--- config.mk ---
export PLATFORM = sky130hd
export DESIGN_NAME = parity_frame_gen
export DESIGN_NICKNAME = d
export VERILOG_FILES = /design/src/rtl/parity_pkg.sv /design/src/rtl/parity_tree.sv /design/src/rtl/parity_frame_gen.sv
export SDC_FILE = /design/constraint.sdc
export NUM_CORES = 1
export LEC_CHECK = 0
export BUFFER_PORTS_ARGS = -buffer_cell sky130_fd_sc_hd__clkbuf_2
export CAP_MARGIN = 10
export CORE_ASPECT_RATIO = 2
export CORE_UTILIZATION = 35
export CTS_CLUSTER_DIAMETER = 60
export DETAILED_ROUTE_END_ITERATION = 16
export REMOVE_ABC_BUFFERS = 1
export SLEW_MARGIN = 25
export SYNTH_ARGS = -nofsm -noshare
export SYNTH_HDL_FRONTEND = slang
export SYNTH_SLANG_ARGS = --single-unit
--- constraint.sdc ---
create_clock -name clk -period 1.46 [get_ports clk]
set_input_delay 0.146 -clock clk [delete_from_list [all_inputs] [get_ports clk]]
set_output_delay 0.146 -clock clk [all_outputs]
set_load 0.02 [all_outputs]
--- src/rtl/parity_pkg.sv ---
// Shared types and helpers for the streaming parity/LRC frame generator.
//   state_e : frame sequencing state (DATA words, then one TRAILER beat)
//   par_of  : reduced XOR of a word, inverted when odd parity is selected
package parity_pkg;

  typedef enum logic {
    DATA    = 1'b0,
    TRAILER = 1'b1
  } state_e;

  // par_of takes a fixed-width word. Narrower callers zero-extend, which
  // leaves the XOR reduction unchanged.
  localparam int PAR_MAX_W = 64;

  function automatic logic par_of(input logic [PAR_MAX_W-1:0] word,
                                  input logic                 odd);
    return (^word) ^ odd;
  endfunction

endpackage

--- src/rtl/parity_tree.sv ---
// Combinational parity of one WIDTH-bit word.
//   word : input word
//   par  : XOR of word bits, inverted when ODD=1
module parity_tree
  import parity_pkg::*;
#(
  parameter int WIDTH = 8,
  parameter bit ODD   = 1'b0
) (
  input  logic [WIDTH-1:0] word,
  output logic             par
);

  if (WIDTH <= PAR_MAX_W) begin : g_pkg
    logic [PAR_MAX_W-1:0] word_ext;

    always_comb begin
      word_ext              = '0;
      word_ext[WIDTH-1:0]   = word;
    end

    assign par = par_of(word_ext, ODD);
  end else begin : g_wide
    // Words wider than the helper's argument reduce directly.
    assign par = (^word) ^ ODD;
  end

endmodule

--- src/rtl/parity_frame_gen.sv ---
// Streaming parity generator with a per-frame LRC trailer.
// Each accepted WIDTH-bit word is re-emitted one cycle later with its parity
// bit. After every FRAME_LEN words, one trailer beat carries the XOR of the
// frame's words (LRC) and its own parity.
//
// Ports:
//   clk, rst               : clock, asynchronous active-high reset
//   in_valid/in_ready      : input handshake (in_ready is combinational
//                            from out_ready)
//   in_data                : input word
//   out_valid/out_ready    : output handshake
//   out_data, out_par      : emitted word (or LRC) and its parity
//   out_is_lrc             : beat is the frame trailer
// With PARITY_FRAME_CHECK_EN defined:
//   in_par                 : producer-supplied parity for in_data
//   out_err                : registered with the beat; set when in_par was wrong
//   err_cnt                : saturating count of transferred beats with out_err
module parity_frame_gen
  import parity_pkg::*;
#(
  parameter int WIDTH     = 8,
  parameter int FRAME_LEN = 4,
  parameter bit ODD       = 1'b0
) (
  input  logic             clk,
  input  logic             rst,
  input  logic             in_valid,
  output logic             in_ready,
  input  logic [WIDTH-1:0] in_data,
  output logic             out_valid,
  input  logic             out_ready,
  output logic [WIDTH-1:0] out_data,
  output logic             out_par,
  output logic             out_is_lrc
`ifdef PARITY_FRAME_CHECK_EN
  ,
  input  logic             in_par,
  output logic             out_err,
  output logic [7:0]       err_cnt
`endif
);

  localparam int CNT_W = (FRAME_LEN > 1) ? $clog2(FRAME_LEN) : 1;
  localparam logic [CNT_W-1:0] CNT_LAST = CNT_W'(FRAME_LEN - 1);

  state_e             state_q, state_d;
  logic [CNT_W-1:0]   beat_cnt_q, beat_cnt_d;
  logic [WIDTH-1:0]   lrc_acc_q, lrc_acc_d;
  logic               out_valid_q, out_valid_d;
  logic [WIDTH-1:0]   out_data_q, out_data_d;
  logic               out_par_q, out_par_d;
  logic               out_is_lrc_q, out_is_lrc_d;

  logic               in_data_par;
  logic               lrc_par;
  logic               free;
  logic               in_xfer;

  parity_tree #(.WIDTH(WIDTH), .ODD(ODD)) u_in_par (
    .word (in_data),
    .par  (in_data_par)
  );

  parity_tree #(.WIDTH(WIDTH), .ODD(ODD)) u_lrc_par (
    .word (lrc_acc_q),
    .par  (lrc_par)
  );

  // Output register can take a new beat when empty or being drained.
  assign free     = !out_valid_q || out_ready;
  assign in_ready = free && (state_q == DATA);
  assign in_xfer  = in_valid && in_ready;

  always_comb begin
    state_d      = state_q;
    beat_cnt_d   = beat_cnt_q;
    lrc_acc_d    = lrc_acc_q;
    out_valid_d  = out_valid_q;
    out_data_d   = out_data_q;
    out_par_d    = out_par_q;
    out_is_lrc_d = out_is_lrc_q;

    if (free) out_valid_d = 1'b0;

    if (state_q == DATA) begin
      if (in_xfer) begin
        out_valid_d  = 1'b1;
        out_data_d   = in_data;
        out_par_d    = in_data_par;
        out_is_lrc_d = 1'b0;
        lrc_acc_d    = lrc_acc_q ^ in_data;
        if (beat_cnt_q == CNT_LAST) begin
          beat_cnt_d = '0;
          state_d    = TRAILER;
        end else begin
          beat_cnt_d = beat_cnt_q + CNT_W'(1);
        end
      end
    end else if (free) begin
      // Trailer takes the slot; the input sees a one-cycle bubble.
      out_valid_d  = 1'b1;
      out_data_d   = lrc_acc_q;
      out_par_d    = lrc_par;
      out_is_lrc_d = 1'b1;
      lrc_acc_d    = '0;
      state_d      = DATA;
    end
  end

  always_ff @(posedge clk or posedge rst) begin
    if (rst) begin
      state_q      <= DATA;
      beat_cnt_q   <= '0;
      lrc_acc_q    <= '0;
      out_valid_q  <= 1'b0;
      out_data_q   <= '0;
      out_par_q    <= 1'b0;
      out_is_lrc_q <= 1'b0;
    end else begin
      state_q      <= state_d;
      beat_cnt_q   <= beat_cnt_d;
      lrc_acc_q    <= lrc_acc_d;
      out_valid_q  <= out_valid_d;
      out_data_q   <= out_data_d;
      out_par_q    <= out_par_d;
      out_is_lrc_q <= out_is_lrc_d;
    end
  end

  assign out_valid  = out_valid_q;
  assign out_data   = out_data_q;
  assign out_par    = out_par_q;
  assign out_is_lrc = out_is_lrc_q;

`ifdef PARITY_FRAME_CHECK_EN
  logic       out_err_q, out_err_d;
  logic [7:0] err_cnt_q, err_cnt_d;

  always_comb begin
    out_err_d = out_err_q;
    err_cnt_d = err_cnt_q;
    if (state_q == DATA) begin
      if (in_xfer) out_err_d = (in_par != in_data_par);
    end else if (free) begin
      out_err_d = 1'b0;
    end
    if (out_valid_q && out_ready && out_err_q && (err_cnt_q != 8'hFF))
      err_cnt_d = err_cnt_q + 8'd1;
  end

  always_ff @(posedge clk or posedge rst) begin
    if (rst) begin
      out_err_q <= 1'b0;
      err_cnt_q <= 8'd0;
    end else begin
      out_err_q <= out_err_d;
      err_cnt_q <= err_cnt_d;
    end
  end

  assign out_err = out_err_q;
  assign err_cnt = err_cnt_q;
`endif

endmodule

==> results of run 1 <==
-- sequential cells by signal, summed over array words and instances (netlist names) --
signal / cells
out_is_lrc: 1
lrc_acc_q: 8
beat_cnt_q: 2
state_q: 1
out_par: 1
out_valid: 1
out_data: 8
-- report_power, final --
group	switching, mW	internal, mW
logic	0.662	0.594
registers	0.216	0.884
clock network	0.187	0.240
-- metal layers --
| layer | GRT usage (%) | vias up | share of wire (%) |
|---|---|---|---|
| li1 | - | 403 | - |
| met5 | 0 | - | 0 |
| met2 | 26.3 | 11 | 57 |
| met3 | 2.20 | 2 | 2.5 |
| met4 | 6.77 | 0 | 1.2 |
| met1 | 14.4 | 391 | 39 |
-- kinds of logic after synthesis --
family                   Yosys count  share of synthesized area (%)
AO/OA/AOI/OAI                     12                           6.86
XOR/XNOR                          22                           17.3
adder cells (fa/ha/maj)            1                           1.12
buffers and inverters              5                           2.36
flip-flops                        22                           49.5
multiplexers                       8                           7.20
AND/OR/NAND/NOR                   37                           15.6
-- cells in the final DEF (no fill, tap or decap), drive strengths merged --
| master | instances |
|---|---|
| dlygate4sd3 | 1 |
| or3 | 1 |
| nor3b | 1 |
| nor3 | 2 |
| ha | 1 |
| xnor2 | 13 |
| inv | 1 |
| a22o | 1 |
| clkbuf | 27 |
| buf | 6 |
| a21o | 2 |
| dfrtp | 22 |
| o21ai | 8 |
| nand2 | 20 |
| nor2b | 2 |
| nor2 | 11 |
| xor2 | 9 |
| a211oi | 1 |
| mux2i | 8 |
-- critical path: cells and delay by family, from the launching register on --
family	cells	cell delay, ns
flip-flops	1	0.38
buffers and inverters	1	0.19
AND/OR/NAND/NOR	4	0.49
XOR/XNOR	1	0.13
-- metrics by stage --
| step | setup WS, ns | std cells | utilization, % |
|---|---|---|---|
| 3_5_place_dp | 0.155 | 162 | 43.7 |
| 3_3_place_gp | 0.180 | 162 | 43.7 |
| 5_1_grt | 0.0481 | 167 | 45.8 |
| 2_1_floorplan | -0.282 | 103 | - |
| 4_1_cts | 0.140 | 167 | 45.8 |
| 6_report | 0.161 | 167 | 45.8 |
-- worst max-delay path by stage --
stage	end	cells after the start	slack (ns)	startpoint
6_report	lrc_acc_q[3]	6	0.16	out_valid
5_1_grt	lrc_acc_q[2]	6	0.05	out_valid
4_1_cts	lrc_acc_q[3]	6	0.14	out_valid
3_5_place_dp	lrc_acc_q[3]	6	0.15	out_valid
3_3_place_gp	lrc_acc_q[3]	6	0.18	out_valid
2_1_floorplan	out_data[1]	4	-0.28	state_q
-- cell type report --
| type | instances | share of cell area, % |
|---|---|---|
| multi-input combinational | 80 | 39.2 |
| sequential | 22 | 40.3 |
| clock buffer | 4 | 4.03 |
| timing repair buffer | 30 | 13.4 |
| inverter | 1 | 0.275 |
| tap | 30 | 2.75 |
==> key figures, run 1 <==
Route
  • DR WL/cell: 12.4 um
  • Routed vias: about 810
  • Pre-Repair DR Iteration Count: 3
  • Final WL: 2080 um
  • DRC: 0
  • Routed Antenna Nets: 0
  • Via/cell ratio: 4.83
  • DRT iter0 DRCs: 19

Placement
  • Dpl hpwl: 1660 um
  • Cell Area, Placed: 0.00130 sq mm
  • GPL Wtd Cong: 0.751
  • Buffers on Ports: 23

Final layout
  • Number of antenna diodes: 0
  • Nets: roughly 150
  • Footprint of the multi-input gates: approximately 540 sq um
  • Register area: about 550 sq um
  • Synthesis-to-layout area growth: 22.7%
  • Layout cells sized above 1: 27.0%
  • Final Cell Area: 0.00137 sq mm
  • Fillers: 291

Worst hold path
  • Hold worst-path end: out_valid
  • Worst hold stages: 2
  • Worst Hold Launch: in_valid
  • Worst hold path class: input port to flip-flop

Global route
  • Initial antenna violation count: 0
  • Vias in the first global route: 826
  • First-pass GRT wire length: 3600 um
  • Largest net degree at the start of global routing: 23
  • Remaining Overflow, GRT: 0
  • Total global-route track usage: 13.9%

Floorplan
  • DIE AREA: about 0.0034 sq mm
  • Initial Util: 37.4%
  • Die Span Y: 81.7 um
  • FP Rows: 28
  • Core Area: 0.00298 sq mm
  • Ports: 24
  • Die Wd: about 42 um

Setup path
  • Max FO, Critical Path: 8
  • R2R depth: 6
  • CP Data Arrival Time: between 1 and 1.5 ns
  • Slowest cell on crit path: dfrtp_1
  • R2R Setup Slk: 0.16 ns
  • Slowest stage delay, CP: 0.38 ns
  • CP cell instances: nor2b_4, nor3b_4, buf_4, nand2_1, xor2_1, nor2_1
  • Critical path class: flip-flop to flip-flop
  • CP Launch Type: flip-flop
  • R2R Path End: lrc_acc_q[3]
  • Worst R2R Start: out_valid
  • Crit path required time: 1.61 ns
  • Crit. End Element: flip-flop

Clock network
  • Clk slew on worst S/H paths: 0.08 ns
  • Post-CTS Setup Inserts: 0
  • PostCTS Resize Cnt: 0
  • CTS Buf Count: 3
  • H-tree depth: 1
  • Hold_buf cts: 1
  • CTS Sinks: 22
  • Root Buffer Master: clkbuf_8
  • Clock Latency Late Sink: 0.26 ns
  • CTS tree: done
  • Max Root-Sink Buffers: 2

Pwr
  • Power Total: around 2.8 mW
  • Worst vdd ir: 0.997 mV
  • Leak pwr: 0.645 nW
  • Cell Pwr Density: between 2000 and 2500 mW/mm^2

STA
  • Worst clock skew: roughly 0.00086 ns
  • Post-layout min period: 1.30 ns
  • Tightest Pin Transition: ~0.29 ns
  • Slew HR: about four fifths
  • Fmax: 0.770 GHz
  • Final Hold Viols: 0
  • RSZ-0062 raised after global routing: no
  • Finish-stage setup viols: 0
  • Hold_ws: 0.126 ns
  • Tcrit/Tclk final: 89.0%
  • Final Max Tran Viols: 0
  • Setup_tns: 0 ns

Run
  • Max Cap Viol: 0

Logic synthesis
  • Synth cell types: 21
  • Post-synth top cells: 22 x dfrtp_1, 20 x nand2_1, 13 x xnor2_1
  • Async SR Flop Fraction: 100%
  • Synth Register Bits: 22
  • Main synth FF type: dfrtp_1
  • Cell with the most instances after synthesis: dfrtp_1
  • Synth area leader: dfrtp_1
  • YS warnings: 0
  • Seq/Total Area, Yosys: about half
  • Mapped Avg Cell Area: 10.4 sq um
  • Post-synth top area share: 49.5%
  • EDFF count, synth: 0
  • Synth area leaders: dfrtp_1 49%, xnor2_1 10%, mux2i_1 7.2%, xor2_1 7.1%, nand2_1 6.7%
  • Synthesized area: 0.00111 sq mm
  • Cells after Synth: 107

Status
  • Outcome: completed
No activity file was read; power rests on OpenSTA's default activity.
==> run 2: changes to the inputs <==
==> constraint.sdc (replaced) <==
create_clock -name clk -period 1.46 [get_ports clk]
set_input_delay 0 -clock clk [delete_from_list [all_inputs] [get_ports clk]]
set_output_delay 0 -clock clk [all_outputs]
set_load 0.02 [all_outputs]
==> key figures, run 2 (same netlist as run 1, synthesis figures left out) <==
Clock network
  • Clock Latency Late Sink: 0.26 ns (about the same)
  • Max Root-Sink Buffers: 2 (unchanged)
  • Clk slew on worst S/H paths: 0.08 ns (about the same)
  • CTS Sinks: 22 (unchanged)
  • CTS Buf Count: 3 (unchanged)
  • H-tree depth: 1 (unchanged)
  • Post-CTS Setup Inserts: 0 (unchanged)
  • PostCTS Resize Cnt: 0 (unchanged)
  • CTS tree: done
  • Root Buffer Master: clkbuf_8

Pwr
  • Cell Pwr Density: 2010 mW/mm^2 (-1.4%)
  • Worst vdd ir: 0.962 mV (-3.6%)
  • Leak pwr: 0.642 nW (-0.47%)

Floorplan
  • Ports: 24 (unchanged)
  • DIE AREA: 0.00342 sq mm (unchanged)
  • Initial Util: 37.4% (unchanged)
  • Die Wd: 41.9 um (unchanged)
  • Die Span Y: 81.7 um (unchanged)
  • FP Rows: 28 (unchanged)
  • Core Area: 0.00298 sq mm (unchanged)

STA
  • Final Hold Viols: 0 (unchanged)
  • Fmax: 0.751 GHz (-2.5%)
  • Setup ws final: 0.128 ns (-0.0330 ns)
  • Worst clock skew: 0.00130 ns (+0.000442 ns)
  • Post-layout min period: 1.33 ns (+0.0330 ns)
  • Hold_ws: 0.0745 ns (-0.0520 ns)
  • RSZ-0062 raised after global routing: no
  • Slew HR: 80.9% (-0.11 points)
  • Finish-stage setup viols: 0 (unchanged)
  • Tcrit/Tclk final: 91.3% (+2.3 points)
  • Final Max Tran Viols: 0 (unchanged)
  • Tightest Pin Transition: 0.287 ns (+0.00163 ns)

Route
  • Routed vias: 799 (-0.99%)
  • DRT iter0 DRCs: 1 (-18)
  • Routed Antenna Nets: 0 (unchanged)
  • Pre-Repair DR Iteration Count: 4 (+1)
  • Via/cell ratio: 4.78 (-0.99%)
  • DRC: 0 (unchanged)
  • Final WL: 2140 um (+3.0%)
  • DR WL/cell: 12.8 um (+3.0%)

Final layout
  • Most frequent cells in the layout: 23 x clkbuf_2, 22 x dfrtp_1, 20 x nand2_1
  • Layout cells sized above 1: 26.3% (-0.73 points)
  • Most common cell after layout, fill and taps aside: clkbuf_2
  • Nets: 152 (+0.66%)
  • Post-route insts no fill: 167 (unchanged)
  • Number of antenna diodes: 0 (unchanged)
  • Final core utilization: 45.7% (-0.13 points)
  • Synthesis-to-layout area growth: 22.4%
  • Final Cell Area: 0.00136 sq mm (-0.27%)

Setup path
  • Critical path class: flip-flop to flip-flop
  • R2R Setup Slk: 0.13 ns (-0.03 ns)
  • Crit path capture: lrc_acc_q[3]
  • Worst R2R Start: out_valid
  • R2R depth: 6 (unchanged)
  • R2R Path End: lrc_acc_q[3]
  • Crit path required time: 1.61 ns (about the same)
  • CP Data Arrival Time: 1.49 ns (+0.04 ns)
  • Max FO, Critical Path: 8 (unchanged)
  • CP Launch Type: flip-flop
  • Worst Setup SP: out_valid
  • Crit. End Element: flip-flop

Worst hold path
  • Worst Hold Launch: in_data[0]
  • Worst hold path class: input port to flip-flop

Placement
  • Dpl hpwl: 1660 um (about the same)
  • Worst slack at placement: 0.158 ns (+0.00293 ns)
  • Buffers on Ports: 23 (unchanged)
  • Placed cell count: 162 (unchanged)
  • Cell Area, Placed: 0.00130 sq mm (unchanged)
  • GPL Wtd Cong: 0.761 (+1.3%)

Global route
  • First-pass GRT wire length: 3910 um (+8.6%)
  • Initial antenna violation count: 0 (unchanged)
  • Remaining Overflow, GRT: 0 (unchanged)
  • Largest net degree at the start of global routing: 23 (unchanged)
  • Vias in the first global route: 891 (+7.9%)
  • Total global-route track usage: 15.0% (+1.1 points)

Status
  • Outcome: completed

Run
  • Max Cap Viol: 0 (unchanged)
==> run 2: cell count changes in the layout (fill, tap and decap cells not counted), sizes merged <==
cell         delta
clkbuf          -1
dlygate4sd3     +1
==> run 2: worst min-delay path by stage <==
stage | depth (start not counted) | slack (ns) | end
after CTS | 3 | 0.07 | out_data[0]
after global placement | 3 | 0.03 | out_data[5]
after floorplan | 1 | -0.01 | beat_cnt_q[0]
after detailed placement | 3 | 0.04 | out_data[5]
after global routing | 3 | 0.1 | out_data[0]
final | 3 | 0.07 | out_data[0]
==> run 2: layout make-up <==
class                           instances  area, sq um
Fill cell                             304         1620
Sequential cell                        22          551
Multi-Input combinational cell         80          536
Timing Repair Buffer                   31          193
Clock buffer                            3         41.3
Tap cell                               30         37.5
Inverter                                1         3.75
==> run 2: report_power, final <==
part	leakage (nW)	switching, mW	internal (mW)
Sequential	0.268	0.219	0.884
Combinational	0.353	0.664	0.596
Clock	0.0216	0.191	0.184
==> run 2: through the flow <==
step,power [mW],setup TNS [ns]
6_report,2.74,0
5_1_grt,2.97,0
3_3_place_gp,2.37,0
2_1_floorplan,2.02,-2.35
4_1_cts,2.80,0
3_5_place_dp,2.40,0
==> run 2: critical path, stage by stage (launching register included) <==
cell	delay [ns]
dfrtp_1	0.38
nor2b_4	0.14
nor3b_4	0.22
buf_4	0.19
nand2_1	0.08
xor2_1	0.15
nor2_1	0.06
==> run 2: layer usage <==
metal	up-vias	wire [um]	global-route usage (%)
met1	374	847	16.5
li1	406	-	-
met2	14	1180	27.0
met5	-	0	0
met3	5	53	1.76
met4	0	55	8.71
==> run 2: what timing repair did <==
item                                   in CTS  in global routing
setup endpoints to repair                   0                  0
endpoints found under the hold margin      23                  0
hold buffers                                2                  0
==> run 3: changes to the inputs <==
--- a/config.mk
+++ b/config.mk
@@ -7,10 +7,13 @@
 export LEC_CHECK = 0
 export BUFFER_PORTS_ARGS = -buffer_cell sky130_fd_sc_hd__clkbuf_2
 export CAP_MARGIN = 10
+export CELL_PAD_IN_SITES_DETAIL_PLACEMENT = 0
+export CELL_PAD_IN_SITES_GLOBAL_PLACEMENT = 2
 export CORE_ASPECT_RATIO = 2
-export CORE_UTILIZATION = 35
+export CORE_UTILIZATION = 33
 export CTS_CLUSTER_DIAMETER = 60
 export DETAILED_ROUTE_END_ITERATION = 16
+export PLACE_DENSITY_LB_ADDON = 0.1
 export REMOVE_ABC_BUFFERS = 1
 export SLEW_MARGIN = 25
 export SYNTH_ARGS = -nofsm -noshare
==> key figures, run 3 (same netlist as run 1, synthesis figures left out) <==
Global route
  • Vias in the first global route: 856 (-3.9%)
  • Largest net degree at the start of global routing: 23 (unchanged)
  • Initial antenna violation count: 0 (unchanged)
  • Remaining Overflow, GRT: 0 (unchanged)
  • Total global-route track usage: 14.3% (-0.66 points)
  • First-pass GRT wire length: 3930 um (+0.36%)

Clock network
  • Root Buffer Master: clkbuf_8
  • Max Root-Sink Buffers: 2 (unchanged)
  • CTS Buf Count: 3 (unchanged)
  • H-tree depth: 1 (unchanged)
  • Clk slew on worst S/H paths: 0.08 ns (about the same)
  • Clock Latency Late Sink: 0.26 ns (about the same)
  • CTS Sinks: 22 (unchanged)
  • CTS tree: done

Final layout
  • Fillers: 329 (+8.2%)
  • Most common cell after layout, fill and taps aside: clkbuf_2
  • Register area: 551 sq um (unchanged)
  • Synthesis-to-layout area growth: 25.1%
  • Final core utilization: 43.6% (-2.1 points)
  • Nets: 154 (+1.3%)
  • Footprint of the multi-input gates: 536 sq um (unchanged)
  • Layout cells sized above 1: 27.9% (+1.6 points)
  • Post-route insts no fill: 171 (+2.4%)
  • Most frequent cells in the layout: 23 x clkbuf_2, 22 x dfrtp_1, 20 x nand2_1
  • Number of antenna diodes: 0 (unchanged)
  • Final Cell Area: 0.00139 sq mm (+2.2%)

Route
  • Final WL: 2230 um (+4.2%)
  • DR WL/cell: 13.0 um (+1.8%)
  • Via/cell ratio: 4.69 (-2.0%)
  • DRT iter0 DRCs: 2 (+1)
  • Pre-Repair DR Iteration Count: 3 (-1)
  • Routed Antenna Nets: 0 (unchanged)
  • Routed vias: 802 (+0.38%)
  • DRC: 0 (unchanged)

STA
  • Post-layout min period: 1.32 ns (-0.0166 ns)
  • Setup_tns: 0 ns (unchanged)
  • Final Max Tran Viols: 0 (unchanged)
  • Slew HR: 80.7% (-0.16 points)
  • RSZ-0062 raised after global routing: no
  • Hold_ws: 0.0701 ns (-0.00433 ns)
  • Fmax: 0.760 GHz (+1.3%)
  • Tcrit/Tclk final: 90.1% (-1.1 points)
  • Worst clock skew: 0.00213 ns (+0.000831 ns)
  • Finish-stage setup viols: 0 (unchanged)
  • Final Hold Viols: 0 (unchanged)
  • Setup ws final: 0.144 ns (+0.0166 ns)
  • Tightest Pin Transition: 0.289 ns (+0.00234 ns)

Placement
  • GPL Wtd Cong: 0.715 (-6.1%)
  • Placed cell count: 165 (+1.9%)
  • Buffers on Ports: 23 (unchanged)
  • Cell Area, Placed: 0.00132 sq mm (+1.3%)
  • Worst slack at placement: 0.154 ns (-0.00353 ns)
  • Dpl hpwl: 1700 um (+2.1%)

Floorplan
  • Die Span Y: 84.1 um (+2.9%)
  • Initial Util: 34.8% (-2.5 points)
  • Die Wd: 43.1 um (+2.8%)
  • Ports: 24 (unchanged)
  • FP Rows: 29 (+3.6%)
  • Core Area: 0.00319 sq mm (+7.2%)
  • DIE AREA: 0.00362 sq mm (+5.8%)

Status
  • Outcome: completed

Setup path
  • Worst Setup SP: state_q
  • R2R Setup Slk: 0.14 ns (+0.02 ns)
  • Crit. End Element: flip-flop
  • Crit path capture: lrc_acc_q[3]
  • Slowest cell on crit path: dfrtp_1
  • R2R Path End: lrc_acc_q[3]
  • CP cell instances: nor3b_4, buf_4, nand2_1, xor2_1, nor2_1
  • CP Data Arrival Time: 1.47 ns (-0.02 ns)
  • Slowest stage delay, CP: 0.48 ns (+0.10 ns)
  • Worst R2R Start: state_q
  • R2R depth: 5 (-1)
  • Max FO, Critical Path: 7 (-1)
  • Critical path class: flip-flop to flip-flop
  • CP Launch Type: flip-flop
  • Crit path required time: 1.61 ns (about the same)

Pwr
  • Power Total: 2.82 mW (+3.1%)
  • Cell Pwr Density: 2030 mW/mm^2 (+0.84%)
  • Leak pwr: 0.660 nW (+2.8%)
  • Worst vdd ir: 0.984 mV (+2.3%)

Worst hold path
  • Worst hold path class: input port to flip-flop

Run
  • Max Cap Viol: 0 (unchanged)
## run 3: worst max-delay path, delay by kind of cell (launching register included)
family	cells	cell delay (ns)
flip-flops	1	0.48
AND/OR/NAND/NOR	3	0.40
XOR/XNOR	1	0.14
buffers and inverters	1	0.19
## run 3: what timing repair did
| action | in CTS | in global routing |
|---|---|---|
| endpoints found under the setup margin | 0 | 0 |
| setup buffers | 0 | 0 |
| gates resized for setup | 0 | 0 |
| endpoints found under the hold margin | 23 | 0 |
| hold buffers | 2 | 0 |
## run 3: worst min-delay path by stage
stage / start / to / slack (ns) / cells past startpoint
2_1_floorplan: rst / beat_cnt_q[0] / -0.01 / 1
3_3_place_gp: rst / lrc_acc_q[1] / 0.04 / 3
3_5_place_dp: rst / lrc_acc_q[1] / 0.05 / 3
4_1_cts: in_data[6] / out_data[6] / 0.07 / 3
5_1_grt: in_data[3] / out_data[3] / 0.1 / 3
6_report: in_data[7] / out_data[7] / 0.07 / 3
## run 3: power by group
part           internal [mW]  leakage (nW)  total, mW  switching [mW]
registers              0.883         0.268       1.11           0.223
clock network          0.240        0.0288      0.435           0.195
logic                  0.607         0.364       1.28           0.673
total                   1.73         0.660       2.82            1.09
## run 3: cell type report
class	instances	share of cell area [%]
tap	31	2.79
inverter	1	0.270
multi-input combinational	80	38.5
clock buffer	4	3.96
sequential	22	39.6
timing repair buffer	33	14.9
## run 3: metal layers
layer / global-route usage [%] / part of all wire [%] / up-vias
li1: - / - / 413
met1: 17.2 / 41 / 372
met2: 25.2 / 55 / 15
met3: 1.95 / 2.9 / 2
met4: 4.96 / 1.0 / 0
met5: 0 / 0 / -
